File: config.mk
export PLATFORM = sky130hd
export DESIGN_NAME = uc_multiciclo
export DESIGN_NICKNAME = d
export VERILOG_FILES = /design/src/rtl/uc_multiciclo_pkg.sv /design/src/rtl/uc_imm_gen.sv /design/src/rtl/uc_multiciclo.sv
export SDC_FILE = /design/constraint.sdc
export NUM_CORES = 1
export LEC_CHECK = 0
export BUFFER_PORTS_ARGS = -buffer_cell sky130_fd_sc_hd__buf_2
export CAP_MARGIN = 15
export CELL_PAD_IN_SITES_DETAIL_PLACEMENT = 1
export CELL_PAD_IN_SITES_GLOBAL_PLACEMENT = 2
export CORE_MARGIN = 2
export CORE_UTILIZATION = 23
export CTS_BUF_LIST = sky130_fd_sc_hd__clkbuf_8
export CTS_CLUSTER_DIAMETER = 60
export CTS_CLUSTER_SIZE = 30
export DETAILED_ROUTE_END_ITERATION = 7
export PLACE_DENSITY_LB_ADDON = 0.1
export SYNTH_ARGS = -nofsm -noshare
export SYNTH_HDL_FRONTEND = slang
export SYNTH_SLANG_ARGS = --single-unit
File: constraint.sdc
create_clock -name clk -period 2.7 [get_ports clk]
set_input_delay 0.54 -clock clk [delete_from_list [all_inputs] [get_ports clk]]
set_output_delay 0.54 -clock clk [all_outputs]
set_load 0.01 [all_outputs]
File: src/rtl/uc_multiciclo_pkg.sv
// Shared definitions for the multicycle control unit: FSM states,
// instruction field encodings, default word width and the legality decoder.
package uc_multiciclo_pkg;

  localparam int UC_XLEN = 64;

  localparam logic [2:0] S_IDLE   = 3'd0;
  localparam logic [2:0] S_FETCH  = 3'd1;
  localparam logic [2:0] S_DECODE = 3'd2;
  localparam logic [2:0] S_REG    = 3'd3;
  localparam logic [2:0] S_EXEC   = 3'd4;
  localparam logic [2:0] S_MEM    = 3'd5;
  localparam logic [2:0] S_HALT   = 3'd6;

  localparam logic [6:0] OP_LOAD  = 7'b0000011;
  localparam logic [6:0] OP_STORE = 7'b0100011;
  localparam logic [6:0] OP_OP    = 7'b0110011;
  localparam logic [2:0] F3_LD    = 3'b011;
  localparam logic [2:0] F3_SD    = 3'b011;
  localparam logic [2:0] F3_ADD   = 3'b000;
  localparam logic [6:0] F7_ADD   = 7'b0000000;
  localparam logic [6:0] F7_SUB   = 7'b0100000;

  typedef enum logic [2:0] {K_ILL, K_LD, K_SD, K_ADD, K_SUB} instr_kind_t;

  // Anything outside the four supported encodings classifies as K_ILL.
  function automatic instr_kind_t decode_kind(input logic [6:0] opcode,
                                              input logic [2:0] funct3,
                                              input logic [6:0] funct7);
    instr_kind_t k;
    k = K_ILL;
    if (opcode == OP_LOAD && funct3 == F3_LD)
      k = K_LD;
    else if (opcode == OP_STORE && funct3 == F3_SD)
      k = K_SD;
    else if (opcode == OP_OP && funct3 == F3_ADD && funct7 == F7_ADD)
      k = K_ADD;
    else if (opcode == OP_OP && funct3 == F3_ADD && funct7 == F7_SUB)
      k = K_SUB;
    return k;
  endfunction

endpackage

File: src/rtl/uc_imm_gen.sv
// Immediate generator: picks the I- or S-type 12-bit field by instruction
// kind and sign-extends it to the datapath width; zero for register ops.
module uc_imm_gen
  import uc_multiciclo_pkg::*;
#(
  parameter int XLEN = UC_XLEN
) (
  input  instr_kind_t       i_kind,
  input  logic [11:0]       i_imm_i,
  input  logic [11:0]       i_imm_s,
  output logic [XLEN-1:0]   o_imm
);

  always_comb begin
    o_imm = '0;
    case (i_kind)
      K_LD:    o_imm = {{(XLEN-12){i_imm_i[11]}}, i_imm_i};
      K_SD:    o_imm = {{(XLEN-12){i_imm_s[11]}}, i_imm_s};
      default: o_imm = '0;
    endcase
  end

endmodule

File: src/rtl/uc_multiciclo.sv
// Multicycle control unit for a 4-instruction subset (LD, SD, ADD, SUB):
// sequences fetch/decode/register/execute/memory and drives datapath controls.
module uc_multiciclo
  import uc_multiciclo_pkg::*;
#(
  parameter int XLEN    = UC_XLEN,
  parameter int PC_STEP = 4
) (
  input  logic              clk,
  input  logic              rst_n,
  input  logic              start,
  output logic [XLEN-1:0]   pc,
  input  logic [31:0]       instr,
  output logic [XLEN-1:0]   Ra,
  output logic [XLEN-1:0]   Rb,
  output logic [XLEN-1:0]   Rw,
  output logic [XLEN-1:0]   C,
  output logic              we_reg,
  output logic              we_mem,
  output logic              sinal,
  output logic              sel_mux1,
  output logic              sel_mux2,
  output logic              busy,
  output logic              illegal
);

  logic [2:0]      r_state;
  logic [XLEN-1:0] r_pc;
  logic [31:0]     r_ir;
  logic            r_illegal;

  instr_kind_t     w_fetch_kind;
  instr_kind_t     w_kind;
  logic [XLEN-1:0] w_pc_next;
  logic            w_rd_nz;

  // Legality is judged on the ROM word in DECODE, the same cycle it is latched.
  assign w_fetch_kind = decode_kind(instr[6:0], instr[14:12], instr[31:25]);
  assign w_kind       = decode_kind(r_ir[6:0], r_ir[14:12], r_ir[31:25]);
  assign w_pc_next    = r_pc + XLEN'(PC_STEP);
  assign w_rd_nz      = |r_ir[11:7];

  always_ff @(posedge clk or negedge rst_n) begin
    if (!rst_n) begin
      r_state   <= S_IDLE;
      r_pc      <= '0;
      r_ir      <= '0;
      r_illegal <= 1'b0;
    end else begin
      case (r_state)
        S_IDLE:   if (start) r_state <= S_FETCH;
        S_FETCH:  r_state <= S_DECODE;
        S_DECODE: begin
          r_ir <= instr;
          if (w_fetch_kind == K_ILL) begin
            r_state   <= S_HALT;
            r_illegal <= 1'b1;
          end else begin
            r_state <= S_REG;
          end
        end
        S_REG:    r_state <= S_EXEC;
        S_EXEC: begin
          if (w_kind == K_LD) begin
            r_state <= S_MEM;
          end else begin
            r_pc    <= w_pc_next;
            r_state <= S_FETCH;
          end
        end
        S_MEM: begin
          r_pc    <= w_pc_next;
          r_state <= S_FETCH;
        end
        S_HALT:   r_state <= S_HALT;
        default:  r_state <= S_IDLE;
      endcase
    end
  end

  uc_imm_gen #(.XLEN(XLEN)) u_imm_gen (
    .i_kind  (w_kind),
    .i_imm_i (r_ir[31:20]),
    .i_imm_s ({r_ir[31:25], r_ir[11:7]}),
    .o_imm   (C)
  );

  assign pc       = r_pc;
  assign illegal  = r_illegal;
  assign Ra       = {{(XLEN-5){1'b0}}, r_ir[19:15]};
  assign Rb       = {{(XLEN-5){1'b0}}, r_ir[24:20]};
  assign Rw       = {{(XLEN-5){1'b0}}, r_ir[11:7]};
  assign sinal    = (w_kind == K_SUB);
  assign sel_mux1 = (w_kind == K_ADD) || (w_kind == K_SUB);
  assign sel_mux2 = (w_kind != K_LD);
  assign busy     = (r_state != S_IDLE) && (r_state != S_HALT);

  // Enables are decoded from state, so an async reset drops them at once.
  assign we_mem = (r_state == S_EXEC) && (w_kind == K_SD);
  assign we_reg = w_rd_nz &&
                  (((r_state == S_EXEC) && ((w_kind == K_ADD) || (w_kind == K_SUB))) ||
                   ((r_state == S_MEM) && (w_kind == K_LD)));

endmodule

; ---- Yosys cells after proc, flatten, opt, wreduce, memory -nomap -nowiden
; Cells that the tools add are included.
; W data, S select, Z words.
[word_totals]
reg_bits = 100
elab_cells = 72
[classes]
muxes = 15
reduce_logical = 28
add_sub_neg = 1
eq_ne = 24
[op_table]
columns = op, n
row1 = $pmux W64 S2, 2
row2 = $add A64 B3 Y64 const B, 1
row3 = $mux W64, 1
row4 = $eq A7 B6 Y1 const B, 6
row5 = $mux W3, 11
row6 = $pmux W3 S7, 1
row7 = $eq A3 B2 Y1 const B, 6
row8 = $logic_and A1 B1 Y1, 15
row9 = $eq A7 B2 Y1 const B, 2
row10 = $logic_not A7 Y1, 2
row11 = $eq A3 B3 Y1 const B, 4
row12 = $logic_not A3 Y1, 4
row13 = $eq A3 B1 Y1 const B, 2
row14 = $reduce_or A5 Y1, 1
row15 = $ne A2 B2 Y1 const B, 2
row16 = $reduce_and A2 Y1, 2
row17 = $ne A3 B1 Y1 const B, 1
row18 = $ne A3 B3 Y1 const B, 1
row19 = $reduce_bool A3 Y1, 1
row20 = $logic_or A1 B1 Y1, 2
row21 = $reduce_bool A2 Y1, 1

; ---- Depth between registers and ports, before layout
[logic_depth]
ltp_word = 12
mapped_depth = 7

; ---- Hierarchy
; From an unflattened synthesis, not the netlist that was laid out.
[unflattened]
hier_cells = 686
hier_area_um2 = 6698.9
[modules_own_cells]
columns = mod, area_per_inst_um2, cells_each, seq_area_each_um2, n_inst
row1 = uc_multiciclo, 5950.7, 592, 2452.4, 1
row2 = uc_imm_gen, 748.2, 94, 0.0, 1

; ---- Least setup slack after synthesis
; Ideal clock, no wire load.
[synth_timing]
kind = register to output
start = register r_ir[3]
end = output C[12]
path_stages_with_launch = 5
setup_slack_ns = -0.093
t_arrival_ns = 2.253
required_time_ns = 2.160
path_cell_list = dfrtp_1 > and4bb_2 > and4_1 > and2_1 > buf_4
[synth_between]
elab_chain_len = 9
elab_cells_between_ends = 15
[synth_rtl]
columns = item, line_no
row1 = "start, declared", uc_multiciclo.sv:29  ; logic [31:0] r_ir;
row2 = "start signal, assigned", uc_multiciclo.sv:54  ; r_ir <= instr;
row3 = $eq A7 B6 Y1, "uc_multiciclo_pkg.sv:36, uc_multiciclo_pkg.sv:38"
row4 = $logic_and A1 B1 Y1, "uc_multiciclo_pkg.sv:36, uc_multiciclo_pkg.sv:38"
row5 = $logic_and A1 B1 Y1, uc_multiciclo_pkg.sv:38  ; else if (opcode == OP_OP && funct3 == F3_ADD && funct7 == F7_SUB)
row6 = $mux W3, uc_multiciclo_pkg.sv:38
row7 = $mux W3, uc_multiciclo_pkg.sv:36  ; else if (opcode == OP_OP && funct3 == F3_ADD && funct7 == F7_ADD)
row8 = $mux W3, uc_multiciclo_pkg.sv:34  ; else if (opcode == OP_STORE && funct3 == F3_SD)
row9 = $mux W3 *, uc_multiciclo_pkg.sv:32  ; if (opcode == OP_LOAD && funct3 == F3_LD)
row10 = $eq A3 B2 Y1 / $eq A3 B1 Y1 (equally long branches), uc_imm_gen.sv:16  ; case (i_kind)
row11 = $pmux W64 S2 *, uc_imm_gen.sv:16
row12 = "end, declared", uc_multiciclo.sv:17  ; output logic [XLEN-1:0] C,
; Mark *: on every way between the ends. The rest lies on a longest branch, timed or not.

; ---- Final worst setup path
[layout_timing]
start = register r_ir[14]
end = output C[48]
[layout_between]
elab_chain_len = 9
elab_cells_between_ends = 14
[layout_rtl]
columns = item, line_no
row1 = $logic_not A3 Y1, "uc_multiciclo_pkg.sv:36, uc_multiciclo_pkg.sv:38"
row2 = $logic_and A1 B1 Y1, "uc_multiciclo_pkg.sv:36, uc_multiciclo_pkg.sv:38"
row3 = $logic_and A1 B1 Y1, uc_multiciclo_pkg.sv:38
row4 = $mux W3, uc_multiciclo_pkg.sv:38
row5 = $mux W3, uc_multiciclo_pkg.sv:36
row6 = $mux W3, uc_multiciclo_pkg.sv:34
row7 = $mux W3 *, uc_multiciclo_pkg.sv:32
row8 = $eq A3 B2 Y1 / $eq A3 B1 Y1 (equally long branches), uc_imm_gen.sv:16
row9 = $pmux W64 S2 *, uc_imm_gen.sv:16
; Marked as above.

==> results.toml <==
[clock_network]
clock_tree_buffer_depth = 2
numCtsBuffers = 9
tritoncts_clock_tree = "built"
worstSkewPairLatency_ns = 0.39
clk_pin_slew_worst_paths_ns = 0.12
tritoncts_num_sinks = 98
cts_htree_levels = 3
clockRootBuffer = "sky130_fd_sc_hd__clkbuf_8"

[floorplan]
die-area_sq_um = 29600
start_util_pct = 23.4
fp-row-count = 61
io_pins = 362
core_sq_um = 27800
die_height_um = 172
die-width_um = 172

[placed_design]
count_of_placed_standard_cells_including_taps = 1158
place_congestion = 0.721
place.detailed.hpwl_mm = 12.7
buffer_ports.inserted = 182
placed_cell_area_sq_um = 6750

[routing]
drc_errors = 0
route.detailed.wl_per_inst_um = 14.4
drt_first_iter_violations = 124
detailedRoute.firstPassIterationCount = 4
route.final.wire_length_mm = 16.9
vias_per_std_cell = 3.65
final_antenna_net_count = 0
vias = 4287

[run]
timing.max_cap.violations = 0

[outcome]
run_status = "complete, no violations"

[setup_path]
timing.critical_path.to_type = "primary output"
cp_data_arrival_time_ns = 2.00
worstPathMaxFanout = 53
timing_worst_setup_path_type = "reg -> out"
timing.critical_path.required_ns = 2.16
critPathLaunchType = "flop"

[global_route]
gr-total-overflow = 0
global_route_total_usage_across_every_layer_pct = 11.2
first_global_vias = 4284
antenna_found_initial = 0
maximum_number_of_pins_on_one_net_before_global_route_repair = 99
grt_pass1_wl_mm = 25.6

[pwr]
power_per_cell_area_nw_per_um2 = 622
peak_supply_drop_mv = 0.229
total_leakage_power_nw = 3.78

[finish]
multi_input_area_sq_um = 2790
final_area_sq_um = 6940
layoutNonFillerInstCount = 1174
postLayoutCoreUtil_pct = 25.0
antennaDiodeCount = 0
final_layout_size_suffix_gt1_share_pct = 32.8
seqCellArea_sq_um = 2450
fillCellCount = 3362
nets = 827
flow.area_growth_from_synthesis_pct = 6.64

[sta]
setup_repair_after_global_routing_missed_its_margin = "false"
fmaxAchievable_ghz = 0.393
period_minus_slack_ns = 2.54
final_setup_vio_count = 0
slew_headroom_pct = 53.8
post_route_fraction_of_the_period_consumed_by_the_critical_path_pct = 94.2
setup-tns-final_ns = 0
worst-slew-pin-transition_ns = 0.687
timing.clock.skew_ns = 0.0230
final_hold_viol_count = 0
drv_slew = 0

[logic_synthesis]
number_of_enable_type_register_cells_in_the_synthesized_netlist = 0
avgSynthCellArea_sq_um = 9.74
syn_inst = 668
async_flop_share_pct = 100
synth_area_leader_cell = "sky130_fd_sc_hd__dfrtp_1"
yosysMostFrequentCell = "sky130_fd_sc_hd__buf_4"
yosys_register_bits = 98
synth_sequential_area_ratio_pct = 37.7
yosysTopAreaCellShare_pct = 37.7
synth_flop_cell = "sky130_fd_sc_hd__dfrtp_1"
yosys_warnings = 0
synth_area_leaders = "sky130_fd_sc_hd__dfrtp_1 38%, sky130_fd_sc_hd__buf_4 29%, sky130_fd_sc_hd__mux2_2 5.7%"
synth_cell_type_count = 44
synth_area_sq_um = 6500
synth_top_cells_by_count = "249 x sky130_fd_sc_hd__buf_4, 98 x sky130_fd_sc_hd__dfrtp_1, 40 x sky130_fd_sc_hd__xor2_1"

[hold_path]
hold_class = "in -> async"
-- state kept, by name, summed over array words and instances (netlist names) --
name and flops:
r_ir 32, illegal 1, r_state 3, pc 62
-- worst max-delay path: stages (launching register included) --
cell and delay (ns):
sky130_fd_sc_hd__dfrtp_1 0.40, sky130_fd_sc_hd__and4bb_2 0.35, sky130_fd_sc_hd__and4_4 0.29, sky130_fd_sc_hd__and2_2 0.17, sky130_fd_sc_hd__buf_8 0.22, sky130_fd_sc_hd__buf_2 0.18
-- per-stage QoR --
step | setup slack [ns] | total power [mW] | hold WS (ns)
floorplan | 0.363 | 3.27 | 0.244
CTS | 0.0301 | 4.42 | 0.228
global route | 0.00543 | 4.64 | 0.249
detailed placement | 0.302 | 3.43 | 0.466
global placement | 0.419 | 3.40 | 0.460
finish | 0.156 | 4.31 | 0.217
-- power by group --
group / total [mW] / internal, mW / switching (mW)
Combinational: 1.29 / 0.609 / 0.685
Clock: 0.940 / 0.341 / 0.600
Sequential: 2.08 / 1.78 / 0.298
Total: 4.31 / 2.73 / 1.58
-- placed cells by master, fill, tap and decap left out, types with 2 or more instances in the layout --
cell	count
sky130_fd_sc_hd__nor3_1	27
sky130_fd_sc_hd__clkinvlp_4	4
sky130_fd_sc_hd__nor2b_1	2
sky130_fd_sc_hd__mux2i_1	5
sky130_fd_sc_hd__buf_4	9
sky130_fd_sc_hd__xnor2_1	22
sky130_fd_sc_hd__mux2_2	33
sky130_fd_sc_hd__xor2_1	40
sky130_fd_sc_hd__nand2_1	33
sky130_fd_sc_hd__nand4_1	20
sky130_fd_sc_hd__or4_1	2
sky130_fd_sc_hd__inv_6	2
sky130_fd_sc_hd__inv_1	8
sky130_fd_sc_hd__nand4_2	4
sky130_fd_sc_hd__nor4_2	2
sky130_fd_sc_hd__and4_1	3
sky130_fd_sc_hd__a21oi_1	3
sky130_fd_sc_hd__nor2_2	3
sky130_fd_sc_hd__clkbuf_8	9
sky130_fd_sc_hd__dfrtp_1	98
sky130_fd_sc_hd__conb_1	179
sky130_fd_sc_hd__o21ai_0	2
sky130_fd_sc_hd__and3_1	9
sky130_fd_sc_hd__nor2_1	31
sky130_fd_sc_hd__nand3_1	24
sky130_fd_sc_hd__nor4_1	7
sky130_fd_sc_hd__and2_1	9
sky130_fd_sc_hd__or2_2	2
sky130_fd_sc_hd__buf_2	181
-- kinds of logic (layout without fill, tap and decap cells) --
group	count (synthesis)	count (layout)	share of synthesized area [%]
buffers and inverters	267	217	29.9
multiplexers	38	38	6.48
adder cells (fa/ha/maj)	1	1	0.192
AND/OR/NAND/NOR	192	192	16.5
XOR/XNOR	62	62	8.35
AO/OA/AOI/OAI	9	9	0.846
other	1	179	0.0576
flip-flops	98	98	37.7
-- per-layer routing --
layer / up-vias / part of all wire [%] / wire (um) / track usage [%]
li1: 2031 / - / - / -
met1: 2079 / 44 / 7430 / 14.3
met2: 168 / 49 / 8310 / 19.1
met3: 9 / 6.0 / 1020 / 2.63
met4: 0 / 0.89 / 150 / 2.52
met5: - / 0 / 0 / 0
-- layout make-up --
class,count,share of cell area [%]
clock inverter,7,0.758
clock buffer,9,1.79
tap,378,6.82
timing repair buffer,192,14.5
multi-input combinational,481,40.3
inverter,9,0.487
sequential,98,35.4
-- path summary, 6_finish.rpt --
path | end | slack, ns | cells after the start | startpoint
max in group asynchronous | pc[6]$_DFFE_PN0P_ | 2.06 | 2 | rst_n
max | C[48] | 0.16 | 5 | r_ir[14]$_DFFE_PN0P_
max reg2reg | pc[44]$_DFFE_PN0P_ | 0.58 | 6 | r_state[0]$_DFFE_PN0P_
min reg2reg | pc[63]$_DFFE_PN0P_ | 0.48 | 1 | pc[63]$_DFFE_PN0P_
min in group clk | r_ir[21]$_DFFE_PN0P_ | 0.38 | 2 | instr[21]
min | pc[40]$_DFFE_PN0P_ | 0.22 | 2 | rst_n
-- repair_timing --
action | in CTS | in global routing
buffers inserted | 0 | 0
pin swaps | 0 | 0
gates resized for setup | 3 | 3
endpoints found under the setup margin | 53 | 54
hold buffers | 0 | 0
No activity file was read; power rests on OpenSTA's default activity.
